File: src/rtl/sec_timer_display.sv
// ----------------------------------------------------------------------------
// sec_timer_display
//
// MM:SS stopwatch (00:00 .. 59:59) with a 4-digit common-anode 7-segment
// multiplexer. The one-second input from the clock divider is treated as a
// level and edge-detected in the clk domain; it is never used as a clock.
//
// Ports:
//   clk        system clock
//   rst        asynchronous reset, active low
//   slow_in    divider output level, one rising edge per second
//   btn_start  debounced level, each rising edge toggles run/stop
//   btn_clear  debounced level, a rising edge zeroes the count
//   sec_ones, sec_tens, min_ones, min_tens   BCD count digits
//   running    1 while counting
//   rollover   one-cycle pulse on the 59:59 -> 00:00 wrap
//   an         digit enables, active low
//   seg        segments {g,f,e,d,c,b,a}, active low
//
// Parameter:
//   REFRESH    clk cycles each digit stays lit (2 .. 2^20)
// ----------------------------------------------------------------------------
module sec_timer_display #(
    parameter int REFRESH = 50000
) (
    input  logic       clk,
    input  logic       rst,
    input  logic       slow_in,
    input  logic       btn_start,
    input  logic       btn_clear,
    output logic [3:0] sec_ones,
    output logic [3:0] sec_tens,
    output logic [3:0] min_ones,
    output logic [3:0] min_tens,
    output logic       running,
    output logic       rollover,
    output logic [3:0] an,
    output logic [6:0] seg
);

    localparam int RW = (REFRESH > 1) ? $clog2(REFRESH) : 1;
    localparam logic [RW-1:0] REF_LAST = RW'(REFRESH - 1);

    // ------------------------------------------------------------------
    // slow_in synchronizer and rising-edge detect
    // ------------------------------------------------------------------
    logic s1;
    logic s2;
    logic s_prev;
    logic tick;

    always_ff @(posedge clk or negedge rst) begin
        if (!rst) begin
            s1     <= 1'b0;
            s2     <= 1'b0;
            s_prev <= 1'b0;
        end else begin
            s1     <= slow_in;
            s2     <= s1;
            s_prev <= s2;
        end
    end

    assign tick = s2 & ~s_prev;

    // ------------------------------------------------------------------
    // Button edge detect. Buttons are already synchronous, so the pulse is
    // formed combinationally and acts on the same edge the press is seen.
    // Bit 0 = start, bit 1 = clear.
    // ------------------------------------------------------------------
    logic [1:0] btn_in;
    logic [1:0] b_q;
    logic [1:0] btn_p;
    logic       start_p;
    logic       clear_p;

    assign btn_in = {btn_clear, btn_start};

    always_ff @(posedge clk or negedge rst) begin
        if (!rst) begin
            b_q <= 2'b00;
        end else begin
            b_q <= btn_in;
        end
    end

    genvar gi;
    generate
        for (gi = 0; gi < 2; gi++) begin : g_btn_edge
            assign btn_p[gi] = btn_in[gi] & ~b_q[gi];
        end
    endgenerate

    assign start_p = btn_p[0];
    assign clear_p = btn_p[1];

    // ------------------------------------------------------------------
    // Run state: only start_p moves it, clear leaves it untouched
    // ------------------------------------------------------------------
    typedef enum logic {
        STOPPED = 1'b0,
        RUNNING = 1'b1
    } run_t;

    run_t run_state;

    always_ff @(posedge clk or negedge rst) begin
        if (!rst) begin
            run_state <= STOPPED;
        end else if (start_p) begin
            case (run_state)
                STOPPED: run_state <= RUNNING;
                default: run_state <= STOPPED;
            endcase
        end
    end

    assign running = (run_state == RUNNING);

    // ------------------------------------------------------------------
    // BCD counter. Clear wins over a coincident tick, so the tick is lost
    // and no rollover is flagged. Ticks while stopped are dropped.
    // ------------------------------------------------------------------
    always_ff @(posedge clk or negedge rst) begin
        if (!rst) begin
            sec_ones <= 4'd0;
            sec_tens <= 4'd0;
            min_ones <= 4'd0;
            min_tens <= 4'd0;
            rollover <= 1'b0;
        end else begin
            rollover <= 1'b0;
            if (clear_p) begin
                sec_ones <= 4'd0;
                sec_tens <= 4'd0;
                min_ones <= 4'd0;
                min_tens <= 4'd0;
            end else if (tick && run_state == RUNNING) begin
                if (sec_ones == 4'd9) begin
                    sec_ones <= 4'd0;
                    if (sec_tens == 4'd5) begin
                        sec_tens <= 4'd0;
                        if (min_ones == 4'd9) begin
                            min_ones <= 4'd0;
                            if (min_tens == 4'd5) begin
                                min_tens <= 4'd0;
                                rollover <= 1'b1;
                            end else begin
                                min_tens <= min_tens + 4'd1;
                            end
                        end else begin
                            min_ones <= min_ones + 4'd1;
                        end
                    end else begin
                        sec_tens <= sec_tens + 4'd1;
                    end
                end else begin
                    sec_ones <= sec_ones + 4'd1;
                end
            end
        end
    end

    // ------------------------------------------------------------------
    // Refresh counter and digit index
    // ------------------------------------------------------------------
    logic [RW-1:0] ref_cnt;
    logic [1:0]    dig;

    always_ff @(posedge clk or negedge rst) begin
        if (!rst) begin
            ref_cnt <= '0;
            dig     <= 2'd0;
        end else if (ref_cnt == REF_LAST) begin
            ref_cnt <= '0;
            dig     <= dig + 2'd1;
        end else begin
            ref_cnt <= ref_cnt + 1'b1;
        end
    end

    // ------------------------------------------------------------------
    // Digit select and segment decode. an and seg share one register
    // stage so the enabled digit always matches its segment pattern.
    // ------------------------------------------------------------------
    function automatic logic [6:0] seg_decode(input logic [3:0] d);
        case (d)
            4'd0:    seg_decode = 7'b1000000;
            4'd1:    seg_decode = 7'b1111001;
            4'd2:    seg_decode = 7'b0100100;
            4'd3:    seg_decode = 7'b0110000;
            4'd4:    seg_decode = 7'b0011001;
            4'd5:    seg_decode = 7'b0010010;
            4'd6:    seg_decode = 7'b0000010;
            4'd7:    seg_decode = 7'b1111000;
            4'd8:    seg_decode = 7'b0000000;
            4'd9:    seg_decode = 7'b0010000;
            default: seg_decode = 7'b1111111;
        endcase
    endfunction

    logic [3:0] digit_sel;
    logic [3:0] an_next;

    always_comb begin
        digit_sel = sec_ones;
        an_next   = 4'b1110;
        case (dig)
            2'd0: begin
                digit_sel = sec_ones;
                an_next   = 4'b1110;
            end
            2'd1: begin
                digit_sel = sec_tens;
                an_next   = 4'b1101;
            end
            2'd2: begin
                digit_sel = min_ones;
                an_next   = 4'b1011;
            end
            default: begin
                digit_sel = min_tens;
                an_next   = 4'b0111;
            end
        endcase
    end

    always_ff @(posedge clk or negedge rst) begin
        if (!rst) begin
            an  <= 4'b1110;
            seg <= 7'b1000000;
        end else begin
            an  <= an_next;
            seg <= seg_decode(digit_sel);
        end
    end

endmodule

File: config.mk
export PLATFORM = sky130hd
export DESIGN_NAME = sec_timer_display
export DESIGN_NICKNAME = d
export VERILOG_FILES = /design/src/rtl/sec_timer_display.sv
export SDC_FILE = /design/constraint.sdc
export NUM_CORES = 1
export LEC_CHECK = 0
export CAP_MARGIN = 20
export CORE_AREA = 2 2 72 74
export CTS_CLUSTER_SIZE = 25
export DETAILED_ROUTE_END_ITERATION = 6
export DIE_AREA = 0 0 74 76
export HOLD_SLACK_MARGIN = 0.15
export PLACE_DENSITY = 0.8
export RECOVER_POWER = 100
export SLEW_MARGIN = 0
export SYNTH_ARGS = -nofsm -noshare
export SYNTH_HDL_FRONTEND = slang
export SYNTH_SLANG_ARGS = --single-unit
File: constraint.sdc
create_clock -name clk -period 2.5 [get_ports clk]
set_clock_uncertainty 0.05 [all_clocks]
set_input_delay 0.5 -clock clk [delete_from_list [all_inputs] [get_ports clk]]
set_output_delay 0.5 -clock clk [all_outputs]
set_load 0.1 [all_outputs]
==> results by group, run 1 <==
Timing
  – Final Setup Violations: 0
  – Hold_ws: 0.309 ns
  – Post-route clock period utilization: 0.866
  – FMAX: 462 MHz
  – Worst rel slew slack: 0.208
  – Unrepaired setup endpoints after global routing: false
  – Hold Violations, Final: 0
  – Least-Margin Pin Slew: 1.19 ns
  – Tmin final: 2.16 ns
  – Pins Over Slew Limit: 0
  – TNS Setup: 0 ns

Final layout
  – Layout cells sized above 1: 0.112
  – Antenna diode count: 0
  – Area Growth Syn to Fin: 11.2%
  – Nets: 299

Detailed routing
  – ANT nets after route: 0
  – Iter 0 DRT Violations: 163
  – Vias/cell: 5.37
  – Drt pass-1 iters: 4
  – DR WL/cell: 13.4 µm
  – Drt drc: 0
  – Final WL: 4670 µm
  – Vias: 1869

Clock tree
  – CTS Root Cell: clkbuf_8
  – Cts bufs inserted: 5
  – Number of post-CTS setup repair buffers: 0
  – CTS resizes: 0
  – Max H-tree Level: 2
  – Clock slew at reported path FFs: 0.09 ns
  – CTS tree: done
  – Clock sink count: 52
  – Clock buffer depth: 2
  – Skew-Pair Late Insertion Delay: 0.30 ns

Placed design
  – Final HPWL DP: 3340 µm
  – Number of port buffers: 33
  – Placer congestion estimate: 0.802

Floorplanning
  – Effective utilization at floorplan: 0.525
  – # IOs: 34
  – Die Span X: 74 µm
  – Core box area: 0.00491 mm²
  – Row count: 26
  – Die area: 0.00562 mm²
  – Die height: 76 µm

Synth
  – Leading area contributor after synthesis: dfrtp_1
  – Library cells used by synthesis: 42
  – Most frequent cells after synthesis: dfrtp_1, a21oi_1, ha_1
  – Async S/R FF share, synth: 1.00
  – Synth top area share: 0.466
  – Part of the Yosys area used for sequential elements: 0.506
  – Mapped Cells: 242
  – Synthesized cell area: 0.00258 mm²
  – Synthesis-stage register bit count: 52
  – Top FF cell, synth: dfrtp_1
  – Synthesized area per cell: 10.7 µm²
  – Top cells by area, synth: dfrtp_1, ha_1, dfstp_2
  – Number of synthesized flops with an enable pin: 0
  – Post-synthesis net count: 263
  – Ys Warns: 0
  – Top-count cell post-synth: dfrtp_1

GRT
  – Antenna violations before repair: 0
  – Pin count of the biggest net entering global routing: 53
  – Grt total ovfl: 0
  – Total GRT Usage: 0.190
  – First-pass GRT wire length: 8450 µm
  – Via count of the first global-routing pass: 1900

Hold path
  – Worst min-delay path class: reg2reg

Critical path
  – Worst Path Buf+Inv: 1
  – Critical path endpoint category: output port
  – Slowest stage cell, crit path: clkbuf_1
  – CP max stage delay: 0.88 ns
  – CP startpoint kind: flop
  – Crit path DAT: 1.61 ns
  – Worst path cell trace: clkbuf_1
  – Worst path required time: 1.95 ns
  – Worst Path Max Fanout: 5
  – Setup CP Type: reg2out
  – Delay-heaviest family, CP: buffers and inverters

Pwr
  – Total power divided by cell area: 683 mW/mm²
  – Maximum VDD drop: 419 µV
  – Pleak: 1.35 nW

Outcome
  – Status: finished clean

Run
  – Maxcap violations: 0
==> flip-flops by register name (all words and copies together) (netlist names) <==
register  cells
seg           7
s1            1
s2            1
ref_cnt      16
s_prev        1
sec_tens      4
min_tens      4
min_ones      4
dig           2
running       1
sec_ones      4
b_q           2
rollover      1
an            4
==> worst paths after layout <==
check                       startpoint          end  slack, ns  cells past startpoint
min in group asynchronous          rst       b_q[0]       1.01                      3
max reg2reg                     dig[0]       seg[5]       0.41                      7
min                                 s1           s2       0.31                      0
max                        min_ones[3]  min_ones[3]       0.34                      1
min reg2reg                         s1           s2       0.31                      0
max in group asynchronous          rst     rollover       0.66                      3
==> kinds of logic after synthesis <==
family	Yosys count	share of synthesized area
buf+inv	22	0.0388
fa+ha+maj	16	0.0776
xor+xnor	13	0.0441
flops	52	0.506
mux	9	0.0359
simple gates	90	0.205
compound gates	40	0.0921
==> where the power goes <==
group	switching [W]	total [W]	internal [W]
sequential	0.0000351	0.000933	0.000897
combinational	0.000502	0.000587	0.0000846
clock	0.000250	0.000440	0.000191
==> metal layers <==
metal	vias up	wire, µm	share of wire	GRT usage
li1	935	-	-	-
met1	895	2150	0.46	0.246
met2	35	2310	0.49	0.316
met3	4	166	0.036	0.0278
met4	0	45	0.0096	0.0727
met5	-	0	0	0
==> layout make-up <==
| type | instances | area, µm² |
|---|---|---|
| flip-flops and latches | 52 | 1310 |
| clock buffers | 6 | 72.6 |
| multi-input cells | 168 | 1150 |
| well taps | 70 | 87.6 |
| repair buffers | 36 | 186 |
| clock inverters | 1 | 5.00 |
| fillers | 460 | 2040 |
| inverters | 15 | 56.3 |
==> metrics by stage <==
| step | power, W | area (µm²) | cells | setup WS, ns | utilization |
|---|---|---|---|---|---|
| floorplan | 0.00144 | 2580 | 242 | 0.142 | - |
| CTS | 0.00203 | 2990 | 348 | 0.408 | 0.609 |
| finish | 0.00196 | 2870 | 348 | 0.336 | 0.584 |
| detailed placement | 0.00159 | 2900 | 340 | 0.424 | 0.591 |
| global route | 0.00205 | 2870 | 348 | 0.183 | 0.584 |
| global placement | 0.00158 | 2900 | 340 | 0.481 | 0.591 |
==> what timing repair did <==
item                                    CTS  global route
hold buffers                              1             0
endpoints found under the setup margin    0             0
hold endpoints to repair                 48             0
==> cells in the final DEF (no fill, tap or decap), types with 3 or more instances in the layout <==
cell type / instances
dfrtp_1: 48
or4_1: 3
nand4_1: 5
a222oi_1: 4
xor2_1: 6
inv_1: 15
dfstp_2: 4
nand3_1: 11
clkbuf_1: 14
o21ai_0: 8
and4_1: 5
a21oi_1: 20
and3_1: 6
ha_1: 16
nand2_1: 16
and3b_1: 4
nor2_1: 15
or3_1: 6
clkbuf_8: 5
nor2b_1: 4
nor3_1: 4
clkbuf_2: 17
xnor2_1: 7
dlygate4sd3_1: 4
mux2i_1: 7
Note: power is estimated with default switching activity, not from simulation.
==> run 2, diff against run 1 <==
--- a/config.mk
+++ b/config.mk
@@ -6,13 +6,12 @@
 export NUM_CORES = 1
 export LEC_CHECK = 0
 export CAP_MARGIN = 20
-export CORE_AREA = 2 2 72 74
+export CORE_AREA = 4 4 74 76
 export CTS_CLUSTER_SIZE = 25
 export DETAILED_ROUTE_END_ITERATION = 6
-export DIE_AREA = 0 0 74 76
+export DIE_AREA = 0 0 78 80
 export HOLD_SLACK_MARGIN = 0.15
 export PLACE_DENSITY = 0.8
-export RECOVER_POWER = 100
 export SLEW_MARGIN = 0
 export SYNTH_ARGS = -nofsm -noshare
 export SYNTH_HDL_FRONTEND = slang
==> run 2 against run 1 <==
  * Global-route usage is 0.83 points lower
  * Critical endpoint is now seg[0]
  * Sequential cell count unchanged
  * Register-to-register slack better by 0.02 ns
  * Final cell count shrank 0.57%
  * Critical path depth up 7
  * Worst hold slack got worse by 0.0021 ns
  * Routed wire length up 6.7%
  * First-iteration DRC count fell by 37%
  * Clock power is 14% higher
  * Cell area grew 4.8%
  * Utilization is 5.3 points higher
  * Setup slack improved by 0.097 ns
==> results by group, run 2 (synthesized netlist as in run 1, its figures left out) <==
GRT
  – Met3 Resource Use GR: 0.0372
  – First-pass GRT wire length: 9040 µm
  – Grt peak-use layer: met2
  – Antenna violations before repair: 0
  – Grt total ovfl: 0
  – Met2 Track Usage GR: 0.322
  – Via count of the first global-routing pass: 2008
  – Total GRT Usage: 0.181
  – Pin count of the biggest net entering global routing: 28
  – Met1 Usage GRT: 0.218

Timing
  – Worst rel slew slack: 0.601
  – FMAX: 484 MHz
  – Pins Over Slew Limit: 0
  – TNS Setup: 0 ns
  – Hold_ws: 0.307 ns
  – Hold Violations, Final: 0
  – Least-Margin Pin Slew: 0.598 ns
  – Post-route clock period utilization: 0.827
  – Tmin final: 2.07 ns
  – Unrepaired setup endpoints after global routing: false
  – Final Setup Violations: 0

Final layout
  – Sequential cell area: 0.00131 mm²
  – Nets: 299
  – Fill cell count: 393
  – Area Growth Syn to Fin: 16.6%
  – Cell Count, Final, Fillers Out: 346
  – Commonest non-fill, non-tap cell in the layout: dfrtp_1
  – Multi-input logic area: 0.00117 mm²
  – Commonest cells after routing, fill and taps aside: dfrtp_1, buf_4, a21oi_1, ha_1
  – Antenna diode count: 0
  – Largest regs: ref_cnt: 16 flops, seg: 7 flops
  – Reg with most FFs: ref_cnt
  – Largest register FFs: 16
  – Layout cells sized above 1: 0.179

Detailed routing
  – Vias/cell: 5.59
  – Iter 0 DRT Violations: 103
  – ANT nets after route: 0
  – Vias: 1934
  – Drt pass-1 iters: 5
  – Final WL: 4980 µm
  – Drt drc: 0
  – DR WL/cell: 14.4 µm

Clock tree
  – Clock slew at reported path FFs: 0.09 ns
  – Cts bufs inserted: 5
  – Max H-tree Level: 2
  – Skew-Pair Late Insertion Delay: 0.31 ns
  – Clock sink count: 52
  – CTS tree: done
  – Clock buffer depth: 2
  – CTS resizes: 0
  – CTS Root Cell: clkbuf_8

Hold path
  – Worst min-delay path class: reg2reg

Critical path
  – Setup CP Type: reg2reg
  – Crit path DAT: 2.21 ns
  – Worst path cell trace: inv_1, ha_1, a222oi_1, mux2i_1, inv_1, ha_1, nand2_1, nand3_1
  – Worst path required time: 2.64 ns
  – Critical path endpoint category: flop
  – Worst Path Max Fanout: 6
  – CP max stage delay: 0.45 ns
  – CP startpoint kind: flop
  – Slowest stage cell, crit path: mux2i_1

Placed design
  – Placer congestion estimate: 0.828
  – Number of port buffers: 33
  – # placed instances: 337
  – Final HPWL DP: 3730 µm

Floorplanning
  – Core box area: 0.00472 mm²
  – Effective utilization at floorplan: 0.546
  – # IOs: 34
  – Die area: 0.00624 mm²
  – Die Span X: 78 µm
  – Row count: 25
  – Die height: 80 µm

Outcome
  – Status: finished clean

Pwr
  – Total power divided by cell area: 689 mW/mm²
  – Maximum VDD drop: 401 µV
  – Pleak: 1.44 nW

Run
  – Maxcap violations: 0
[run 2: changes by cell type in the layout (fill, tap and decap cells not counted), moves of 2 or more]
cell / before / now
buf_4: 1 / 30
clkbuf_1: 14 / 0
clkbuf_2: 17 / 0
clkdlybuf4s50_1: 0 / 3
clkinvlp_4: 0 / 2
dlygate4sd3_1: 4 / 1
[run 2: cell type report]
cell class	instances	share of cell area
flip-flops and latches	52	0.434
multi-input cells	168	0.390
repair buffers	36	0.0965
well taps	67	0.0279
clock buffers	6	0.0275
inverters	15	0.0187
clock inverters	2	0.00499
[run 2: critical path: cells and delay by family, from the launching register on]
kind	cells	cell delay [ns]
buffers and inverters	2	0.27
and+or+nand+nor	2	0.14
muxes	1	0.45
adders and majority gates	2	0.50
DFF	1	0.41
AOI/OAI and AO/OA	1	0.14
[run 2: routing by layer]
metal / part of all wire / vias to the layer above
met4: 0.013 / 0
met2: 0.50 / 45
met1: 0.44 / 950
met5: 0 / -
li1: - / 932
met3: 0.046 / 7
[run 2: worst paths after layout]
kind	start	endpoint	slack [ns]	cells past startpoint
max reg2reg	dig[1]	seg[0]	0.43	8
min	s1	s2	0.31	0
max	dig[1]	seg[0]	0.43	8
min in group asynchronous	rst	b_q[0]	0.67	2
min reg2reg	s1	s2	0.31	0
max in group asynchronous	rst	an[2]	1.11	3
[run 2: where the power goes]
group,leakage [nW],internal (W),switching [W]
logic,0.720,0.000131,0.000508
registers,0.680,0.000898,0.0000360
clock network,0.0434,0.000224,0.000275
[run 2: per-stage QoR]
step	setup slack [ns]	cell area [µm²]	util	total power (W)
3_5_place_dp	0.454	2900	0.614	0.00159
3_3_place_gp	0.536	2900	0.614	0.00158
2_1_floorplan	0.142	2580	-	0.00144
5_1_grt	0.257	3010	0.637	0.00217
6_report	0.433	3010	0.637	0.00207
4_1_cts	0.447	3010	0.637	0.00210
[run 2: what timing repair did]
| item | in CTS | in global routing |
|---|---|---|
| setup buffers | 0 | 0 |
| setup endpoints to repair | 0 | 0 |
| hold endpoints to repair | 19 | 0 |
| hold buffers | 1 | 0 |
==> run 3, diff against run 2 <==
--- a/config.mk
+++ b/config.mk
@@ -6,12 +6,12 @@
 export NUM_CORES = 1
 export LEC_CHECK = 0
 export CAP_MARGIN = 20
-export CORE_AREA = 4 4 74 76
+export CORE_AREA = 4 4 78 80
 export CTS_CLUSTER_SIZE = 25
 export DETAILED_ROUTE_END_ITERATION = 6
-export DIE_AREA = 0 0 78 80
+export DIE_AREA = 0 0 82 84
 export HOLD_SLACK_MARGIN = 0.15
-export PLACE_DENSITY = 0.8
+export PLACE_DENSITY = 0.75
 export SLEW_MARGIN = 0
 export SYNTH_ARGS = -nofsm -noshare
 export SYNTH_HDL_FRONTEND = slang
==> constraint.sdc (replaced) <==
create_clock -name clk -period 1.7 [get_ports clk]
set_clock_uncertainty 0.05 [all_clocks]
set_input_delay 0.34 -clock clk [delete_from_list [all_inputs] [get_ports clk]]
set_output_delay 0.34 -clock clk [all_outputs]
set_load 0.1 [all_outputs]
==> run 3 against run 2 <==
  * Global-route usage rose by 0.84 points
  * Combinational power rose by 110%
  * Routed wire length rose by 30%
  * Via count rose by 15%
  * The flow now finishes with violations (setup timing)
==> results by group, run 3 (synthesized netlist as in run 1, its figures left out) <==
Pwr
  – Maximum VDD drop: 884 µV
  – Total power divided by cell area: 849 mW/mm²
  – Tot Pwr: 0.00345 W
  – Pleak: 1.79 nW

Clock tree
  – Cts bufs inserted: 5
  – CTS Root Cell: clkbuf_8
  – Clock buffer depth: 2
  – Clock slew at reported path FFs: 0.09 ns
  – CTS tree: done
  – Clock sink count: 52
  – Max H-tree Level: 2
  – Skew-Pair Late Insertion Delay: 0.31 ns

Critical path
  – RR Endpoint: seg[0]
  – Crit path DAT: 2.15 ns
  – Worst Path Max Fanout: 5
  – Crit path capture: seg[0]
  – R2R Setup Slk: -0.26 ns
  – CP startpoint kind: flop
  – Worst Reg-to-Reg Cells: 9
  – Worst path required time: 1.89 ns
  – Critical path endpoint category: flop
  – CP startpoint: dig[1]
  – Worst r2r src: dig[1]
  – Setup CP Type: reg2reg

Final layout
  – Commonest non-fill, non-tap cell in the layout: buf_4
  – Antenna diode count: 0
  – Commonest cells after routing, fill and taps aside: buf_4, buf_12, dfrtp_1, nand2_1, nor2_1
  – Fill cell count: 333
  – Largest regs: ref_cnt: 16 flops, seg: 7 flops
  – Reg with most FFs: ref_cnt
  – Nets: 347
  – Layout cells sized above 1: 0.502
  – Largest register FFs: 16
  – Area Growth Syn to Fin: 57.5%
  – Cell Count, Final, Fillers Out: 399

GRT
  – Pin count of the biggest net entering global routing: 53
  – Grt total ovfl: 0
  – Via count of the first global-routing pass: 2227
  – Total GRT Usage: 0.190
  – First-pass GRT wire length: 10300 µm
  – Antenna violations before repair: 0

Detailed routing
  – Final WL: 6460 µm
  – Vias/cell: 5.56
  – Drt pass-1 iters: 4
  – DR WL/cell: 16.2 µm
  – ANT nets after route: 0
  – Iter 0 DRT Violations: 114
  – Vias: 2217
  – Drt drc: 0

Outcome
  – Failing checks: setup timing
  – Status: finished, violations left

Timing
  – Worst rel slew slack: 0.694
  – FMAX: 509 MHz
  – Hold Violations, Final: 0
  – Final Setup Violations: 16
  – Unrepaired setup endpoints after global routing: true
  – Least-Margin Pin Slew: 0.458 ns
  – Tmin final: 1.96 ns
  – Hold_ws: 0.304 ns
  – Pins Over Slew Limit: 0
  – Final setup margin: -0.263 ns
  – Post-route clock period utilization: 1.15

Floorplanning
  – Die height: 84 µm
  – Core box area: 0.00541 mm²
  – Row count: 27
  – Effective utilization at floorplan: 0.477
  – Die area: 0.00689 mm²
  – # IOs: 34
  – Die Span X: 82 µm

Placed design
  – Final HPWL DP: 4330 µm
  – Number of port buffers: 33
  – # placed instances: 382
  – Placer congestion estimate: 0.808
  – Post-placement setup slack: -0.242 ns

Run
  – Maxcap violations: 0

Hold path
  – Worst min-delay path class: reg2reg
==> run 3: cell types whose count changed in the layout (fill, tap and decap cells not counted), sizes merged <==
cell	change
clkinvlp	-1
buf	+48
clkinv	+1
==> run 3: worst min path at each step <==
| stage | start | to | slack, ns | cells after the start |
|---|---|---|---|---|
| floorplan | rst | an[0] | -0.006 | 0 |
| global placement | s1 | s2 | 0.28 | 0 |
| detailed placement | s1 | s2 | 0.28 | 0 |
| CTS | s1 | s2 | 0.30 | 0 |
| global route | s1 | s2 | 0.32 | 0 |
| finish | s1 | s2 | 0.30 | 0 |
==> run 3: report_power, final <==
group	total, W	switching [W]	internal (W)
Combinational	0.00137	0.000855	0.000512
Clock	0.000683	0.000394	0.000288
Sequential	0.00140	0.0000690	0.00133
==> run 3: routing by layer <==
| metal | vias up | routed length (µm) | share of wire | GRT usage |
|---|---|---|---|---|
| met5 | - | 0 | 0 | 0 |
| met4 | 0 | 175 | 0.027 | 0.0937 |
| met3 | 17 | 232 | 0.036 | 0.0335 |
| met2 | 52 | 3480 | 0.54 | 0.312 |
| met1 | 1111 | 2570 | 0.40 | 0.236 |
| li1 | 1037 | - | - | - |
==> run 3: worst max-delay path, stage by stage (launching register included) <==
cell and delay (ns):
dfrtp_1 0.40, inv_2 0.09, ha_4 0.18, a222oi_1 0.44, mux2i_2 0.19, buf_4 0.20, inv_4 0.07, ha_4 0.13
nand2_1 0.06, nand3_1 0.09
==> run 3: layout make-up <==
class	count	area [µm²]	share of cell area
timing repair buffer	84	1040	0.255
tap	72	90.1	0.0222
multi-input combinational	168	1440	0.355
clock inverter	2	12.5	0.00308
clock buffer	6	72.6	0.0179
inverter	15	63.8	0.0157
sequential	52	1340	0.331
==> run 3: repair_timing <==
| item | CTS | global route |
|---|---|---|
| endpoints found under the hold margin | 48 | 0 |
| gates resized for setup | 19 | 37 |
| setup endpoints to repair | 16 | 21 |
| hold buffers | 1 | 0 |
| buffers inserted | 5 | 3 |
| pin swaps | 12 | 10 |
==> run 3: metrics by stage <==
step           TNS (ns)  area [µm²]  utilization
4_1_cts           -1.48        3870        0.716
3_5_place_dp      -2.08        3670        0.679
6_report          -1.96        4060        0.752
5_1_grt           -3.10        4060        0.752
3_3_place_gp      -1.05        3670        0.679
2_1_floorplan     -1.47        2670            -
